[src/rtl/pdm_cic_decimator.sv]
// PDM-to-PCM front end: per-microphone N-order CIC integrators in the sclk event domain,
// followed by a shared comb pipeline that carries each decimated sample with its channel tag.

module pdm_cic_chan #(
  parameter int N     = 4,
  parameter int D     = 6,
  parameter int ACC_W = 26
) (
  input  logic             clk,
  input  logic             reset,
  input  logic             clr,
  input  logic             evt,
  input  logic             pdm,
  output logic             dump,
  output logic             settled,
  output logic [ACC_W-1:0] last
);
  logic [N-1:0][ACC_W-1:0] integ, integ_nxt;
  logic [D-1:0]            cnt;
  logic [2:0]              settle;

  // Integrators chain on next-values so the dumped sum includes the current bit.
  always_comb begin
    integ_nxt    = integ;
    integ_nxt[0] = integ[0] + {{(ACC_W-1){~pdm}}, 1'b1};
    for (int k = 1; k < N; k++)
      integ_nxt[k] = integ[k] + integ_nxt[k-1];
  end

  assign dump    = evt & (cnt == '1);
  assign settled = (settle == 3'(N));
  assign last    = integ_nxt[N-1];

  always_ff @(posedge clk) begin
    if (reset || clr) begin
      integ  <= '0;
      cnt    <= '0;
      settle <= '0;
    end else if (evt) begin
      integ <= integ_nxt;
      cnt   <= cnt + 1'b1;
      if (dump && !settled) settle <= settle + 3'd1;
    end
  end
endmodule

module pdm_cic_decimator #(
  parameter int CHANNELS   = 1,
  parameter int CIC_ORDER  = 4,
  parameter int DECIM_LOG2 = 6,
  parameter int OUT_W      = 16
) (
  input  logic             clk,
  input  logic             reset,
  input  logic             en,
  input  logic             sclk,
  input  logic             dat_i,
  output logic             dv,
  output logic             dch,
  output logic [OUT_W-1:0] dat_o
);
  localparam int ACC_W = CIC_ORDER*DECIM_LOG2 + 2;
  localparam int SHIFT = CIC_ORDER*DECIM_LOG2 + 1 - OUT_W;
  localparam int N     = CIC_ORDER;
  localparam logic signed [ACC_W-1:0] SAT_HI = {{(ACC_W-OUT_W+1){1'b0}}, {(OUT_W-1){1'b1}}};
  localparam logic signed [ACC_W-1:0] SAT_LO = {{(ACC_W-OUT_W+1){1'b1}}, {(OUT_W-1){1'b0}}};

  logic [1:0] sclk_sync, dat_sync;
  logic       sclk_d, rise, fall;
  logic [CHANNELS-1:0] evt, dump, settled;
  logic [CHANNELS-1:0][ACC_W-1:0] last;

  always_ff @(posedge clk) begin
    if (reset) begin
      sclk_sync <= '0;
      dat_sync  <= '0;
      sclk_d    <= 1'b0;
    end else begin
      sclk_sync <= {sclk_sync[0], sclk};
      dat_sync  <= {dat_sync[0], dat_i};
      sclk_d    <= sclk_sync[1];
    end
  end

  assign rise = sclk_sync[1] & ~sclk_d;
  assign fall = ~sclk_sync[1] & sclk_d;

  always_comb begin
    evt    = '0;
    evt[0] = rise;
    if (CHANNELS > 1) evt[CHANNELS-1] = fall;
  end

  for (genvar c = 0; c < CHANNELS; c++) begin : g_chan
    pdm_cic_chan #(.N(N), .D(DECIM_LOG2), .ACC_W(ACC_W)) u_chan (
      .clk     (clk),
      .reset   (reset),
      .clr     (~en),
      .evt     (evt[c]),
      .pdm     (dat_sync[1]),
      .dump    (dump[c]),
      .settled (settled[c]),
      .last    (last[c])
    );
  end

  // Rise and fall events never coincide, so at most one channel dumps per cycle.
  logic             cap_vld, cap_ch, cap_keep;
  logic [ACC_W-1:0] cap_val;

  always_comb begin
    cap_vld  = |dump;
    cap_ch   = 1'b0;
    cap_val  = last[0];
    cap_keep = settled[0];
    if (CHANNELS > 1 && dump[CHANNELS-1]) begin
      cap_ch   = 1'b1;
      cap_val  = last[CHANNELS-1];
      cap_keep = settled[CHANNELS-1];
    end
  end

  logic [N:0]                   vld_pipe, tag_pipe, keep_pipe;
  logic [N:0][ACC_W-1:0]        dat_pipe;
  logic [CHANNELS-1:0][N-1:0][ACC_W-1:0] dly;
  logic signed [ACC_W-1:0]      shifted;
  logic [OUT_W-1:0]             sat;

  always_comb begin
    shifted = $signed(dat_pipe[N]) >>> SHIFT;
    if (shifted > SAT_HI)      sat = SAT_HI[OUT_W-1:0];
    else if (shifted < SAT_LO) sat = SAT_LO[OUT_W-1:0];
    else                       sat = shifted[OUT_W-1:0];
  end

  // Suppressed (unsettled) samples still flow through the combs to prime the delay regs.
  always_ff @(posedge clk) begin
    if (reset || !en) begin
      vld_pipe  <= '0;
      tag_pipe  <= '0;
      keep_pipe <= '0;
      dat_pipe  <= '0;
      dly       <= '0;
      dv        <= 1'b0;
      if (reset) begin
        dch   <= 1'b0;
        dat_o <= '0;
      end
    end else begin
      vld_pipe    <= {vld_pipe[N-1:0], cap_vld};
      tag_pipe    <= {tag_pipe[N-1:0], cap_ch};
      keep_pipe   <= {keep_pipe[N-1:0], cap_keep};
      dat_pipe[0] <= cap_val;
      for (int k = 1; k <= N; k++) begin
        dat_pipe[k] <= dat_pipe[k-1] - dly[tag_pipe[k-1]][k-1];
        if (vld_pipe[k-1]) dly[tag_pipe[k-1]][k-1] <= dat_pipe[k-1];
      end
      dv <= vld_pipe[N] & keep_pipe[N];
      if (vld_pipe[N] && keep_pipe[N]) begin
        dch   <= tag_pipe[N];
        dat_o <= sat;
      end
    end
  end
endmodule

[config.mk]
export PLATFORM = sky130hd
export DESIGN_NAME = pdm_cic_decimator
export DESIGN_NICKNAME = d
export VERILOG_FILES = /design/src/rtl/pdm_cic_decimator.sv
export SDC_FILE = /design/constraint.sdc
export NUM_CORES = 1
export LEC_CHECK = 0
export ABC_AREA = 0
export CAP_MARGIN = 10
export CORE_UTILIZATION = 27
export CTS_BUF_LIST = sky130_fd_sc_hd__clkbuf_16
export CTS_CLUSTER_SIZE = 12
export DETAILED_ROUTE_END_ITERATION = 8
export PLACE_DENSITY_LB_ADDON = 0.25
export SETUP_SLACK_MARGIN = 0.4
export SYNTH_ARGS = -nofsm -noshare
export SYNTH_HDL_FRONTEND = slang
export SYNTH_SLANG_ARGS = --single-unit
export TNS_END_PERCENT = 20
[constraint.sdc]
create_clock -name clk -period 15.3 [get_ports clk]
set_input_delay 4.59 -clock clk [delete_from_list [all_inputs] [get_ports clk]]
set_output_delay 4.59 -clock clk [all_outputs]
set_load 0.02 [all_outputs]
==> results_dict.tcl <==
set metrics [dict create \
    num_vias 16200 \
    path_clk_slew_ns 0.06 \
    final_cells 3507 \
    synth_cell_type_count 83 \
    cts_sinks 370 \
    grt_pass1_vias 16000 \
    synth-seq-cells 370 \
    drtIter0Drc 633 \
    synthMuxAreaShare 0.0508 \
    pin_count 23 \
    critPathSlowestCell "fa_1" \
    ant_nets 0 \
    synth_top_cells_by_count "dfxtp_1 (354), nor2_1 (279), nand2_1 (249), a21oi_1 (231), ha_1 (206)" \
    max-vdd-ir-drop_uv 95.7 \
    gp_congestion 0.810 \
    grt_pass1_wl_um 75900 \
    pwr_density_cell_nw_per_um2 153 \
    utilization 0.309 \
    core_area_um2 76200 \
    synth_edf_count 16 \
    synth_area_leaders "dfxtp_1 (34%), ha_1 (12%), a21oi_1 (5.5%), mux2i_1 (5.1%), nor2_1 (5.0%)" \
    slew_viol_final 0 \
    fin_area_um2 23600 \
    maxCapViolations 0 \
    post_cts_buffers 0 \
    hold_path_class "reg2reg" \
    portBuffers 21 \
    wl_um 45300 \
    cts_tree "done" \
    drive_gt1_frac 0.0432 \
    yosysMostFrequentCell "dfxtp_1" \
    cp-start-kind "flop" \
    hold_violations 0 \
    netlist.area_leader.share 0.339 \
    pre_cts_ws_ns 7.42 \
    start_util 0.274 \
    worst_pin_slew_ns 1.13 \
    crit_arrival_ns 8.45 \
    holdPathStages 1 \
    grt_use_total 0.114 \
    synth.cell_area_um2 20900 \
    cts_buffer_depth 3 \
    fill_cells 7961 \
    die_y_um 280 \
    antenna_found_initial 0 \
    synth.avg_cell_area_um2 8.52 \
    nets 2664 \
    wire_per_inst_um 12.9 \
    grt.overflow.total 0 \
    crit_type "reg2reg" \
    required_ns 15.72 \
    drc 0 \
    cpPeakStageDelay_ns 0.44 \
    cts_resized 0 \
    rows 101 \
    yosys.area_share.simple 0.166 \
    r2r_start "dat_sync[1]$_SDFF_PP0_" \
    numCtsBuffers 43 \
    syn-num-nets 2670 \
    clk_latency_ns 0.57 \
    diodes 0 \
    synth-seq-area-share 0.362 \
    status "finished clean" \
    fmax_mhz 124 \
    dieArea_um2 78500 \
    rrSetupSlack_ns 7.26 \
    p_leak_nw 9.08 \
    power.total_mw 3.61 \
    period_share 0.525 \
    grt_max_degree 194 \
    synthFlopType "dfxtp_1" \
    syn_inst 2452 \
    rsz0062_at_grt "no" \
    tns_ns 0 \
    r2r_end "dat_pipe[25]$_SDFF_PP0_" \
    crit_path_max_fanout 25 \
    whs_ns 0.429 \
    hold_path_end "keep_pipe[1]$_SDFF_PP0_" \
    setup_slack_ns 7.26 \
    setup_viol 0 \
    ys.warnings.count 0 \
    synth_top_family_by_area "compound AO/OA/AOI/OAI gates" \
    via_per_inst 4.63 \
    worstSetupEndpointType "flop" \
    async_reset_ff_frac 0 \
    synth_compound_area_frac 0.174 \
    min_period_ns 8.04 \
    dp.cells 3431 \
    synth_adder_area_share 0.130 \
    clock_skew_ns 0.0159 \
    die_width_um 280 \
    min_from "keep_pipe[0]$_SDFF_PP0_" \
    placed_area_um2 22200 \
    synthXorXnorAreaFrac 0.0715 \
    drt-pass1-iter-count 4 \
    slew_headroom 0.242 \
    dp_hpwl_um 31900 \
    areaGrowthSynthToFinish_pct 12.8 \
    cts_max_level 2 \
    cp-startpoint "dat_sync[1]$_SDFF_PP0_" \
    r2r_cells 38 \
    yosys.area.top_type "dfxtp_1" \
    cts-root-buf "clkbuf_16" \
    hold_buffers 0 \
]
==> worst max-delay path: cells and delay by family, from the launching register on <==
kind	cells	cell delay [ns]
AO/OA/AOI/OAI	17	3.73
XOR/XNOR	6	1.07
adder cells (fa/ha/maj)	4	1.47
buffers and inverters	2	0.28
flip-flops	1	0.35
AND/OR/NAND/NOR	9	0.97
==> routing by layer <==
layer / wire length (um) / part of all wire / global-route usage
met1: 21500 / 0.48 / 0.142
met2: 21100 / 0.47 / 0.199
met3: 1470 / 0.032 / 0.0179
met4: 1140 / 0.025 / 0.0394
met5: 0 / 0 / 0
==> sequential cells by signal, indices dropped and copies added, names as in the netlist <==
name	cells
dv	1
dly	104
sclk_sync	2
vld_pipe	5
sclk_d	1
g_chan.u_chan.integ	104
dat_o	16
g_chan.u_chan.settle	3
dat_sync	2
dat_pipe	121
keep_pipe	5
g_chan.u_chan.cnt	6
==> cell usage in the layout, fill, tap and decap left out, types with 9 or more instances in the layout <==
| master | Yosys | routed |
|---|---|---|
| a211oi_1 | 19 | 19 |
| a21o_1 | 63 | 63 |
| a21oi_1 | 231 | 231 |
| a31oi_1 | 27 | 27 |
| and2_1 | 40 | 40 |
| and3_1 | 22 | 22 |
| buf_4 | 1 | 11 |
| clkbuf_16 | 0 | 43 |
| clkdlybuf4s50_1 | 0 | 21 |
| clkinv_1 | 0 | 10 |
| clkinv_2 | 0 | 9 |
| dfxtp_1 | 354 | 354 |
| edfxtp_1 | 16 | 16 |
| ha_1 | 206 | 206 |
| inv_1 | 162 | 166 |
| mux2i_1 | 106 | 106 |
| nand2_1 | 249 | 249 |
| nand2b_1 | 21 | 19 |
| nand3_1 | 31 | 31 |
| nor2_1 | 279 | 279 |
| nor2b_1 | 32 | 30 |
| nor3_1 | 51 | 51 |
| nor3b_1 | 9 | 9 |
| o21a_1 | 25 | 25 |
| o21ai_0 | 73 | 73 |
| o21ai_1 | 20 | 20 |
| o21bai_1 | 30 | 30 |
| or3_1 | 10 | 10 |
| xnor2_1 | 104 | 104 |
| xor2_1 | 60 | 60 |
==> worst max-delay path by stage <==
| stage | end | slack [ns] |
|---|---|---|
| floorplan | g_chan[0].u_chan.integ[103]$_SDFFE_PP0P_ | 8.11 |
| global placement | g_chan[0].u_chan.integ[103]$_SDFFE_PP0P_ | 7.56 |
| detailed placement | g_chan[0].u_chan.integ[103]$_SDFFE_PP0P_ | 7.42 |
| CTS | g_chan[0].u_chan.integ[103]$_SDFFE_PP0P_ | 7.37 |
| global route | g_chan[0].u_chan.integ[103]$_SDFFE_PP0P_ | 6.67 |
| finish | dat_pipe[25]$_SDFF_PP0_ | 7.26 |
==> cell type report <==
cell class	instances	area, um2	area share
repair buffers	33	313	0.0133
well taps	1030	1290	0.0547
clock buffers	43	1080	0.0457
inverters	162	608	0.0258
multi-input cells	1836	12400	0.527
flip-flops and latches	370	7570	0.321
clock inverters	33	297	0.0126
==> report_power, final <==
| group | switching (mW) | total (mW) | internal, mW |
|---|---|---|---|
| Clock | 0.425 | 1.02 | 0.597 |
| Sequential | 0.0559 | 1.13 | 1.07 |
| Combinational | 0.830 | 1.47 | 0.636 |
| Total | 1.31 | 3.61 | 2.30 |
==> logic make-up (layout without fill, tap and decap cells) <==
family	after synthesis	in the layout
AOI/OAI and AO/OA	573	573
xor gates and xnor gates	167	167
adders and majority gates	213	213
buffers and inverters	246	271
DFF	370	370
muxes	106	106
other	1	1
and+or+nand+nor	776	776
No activity file was read; power rests on OpenSTA's default activity.
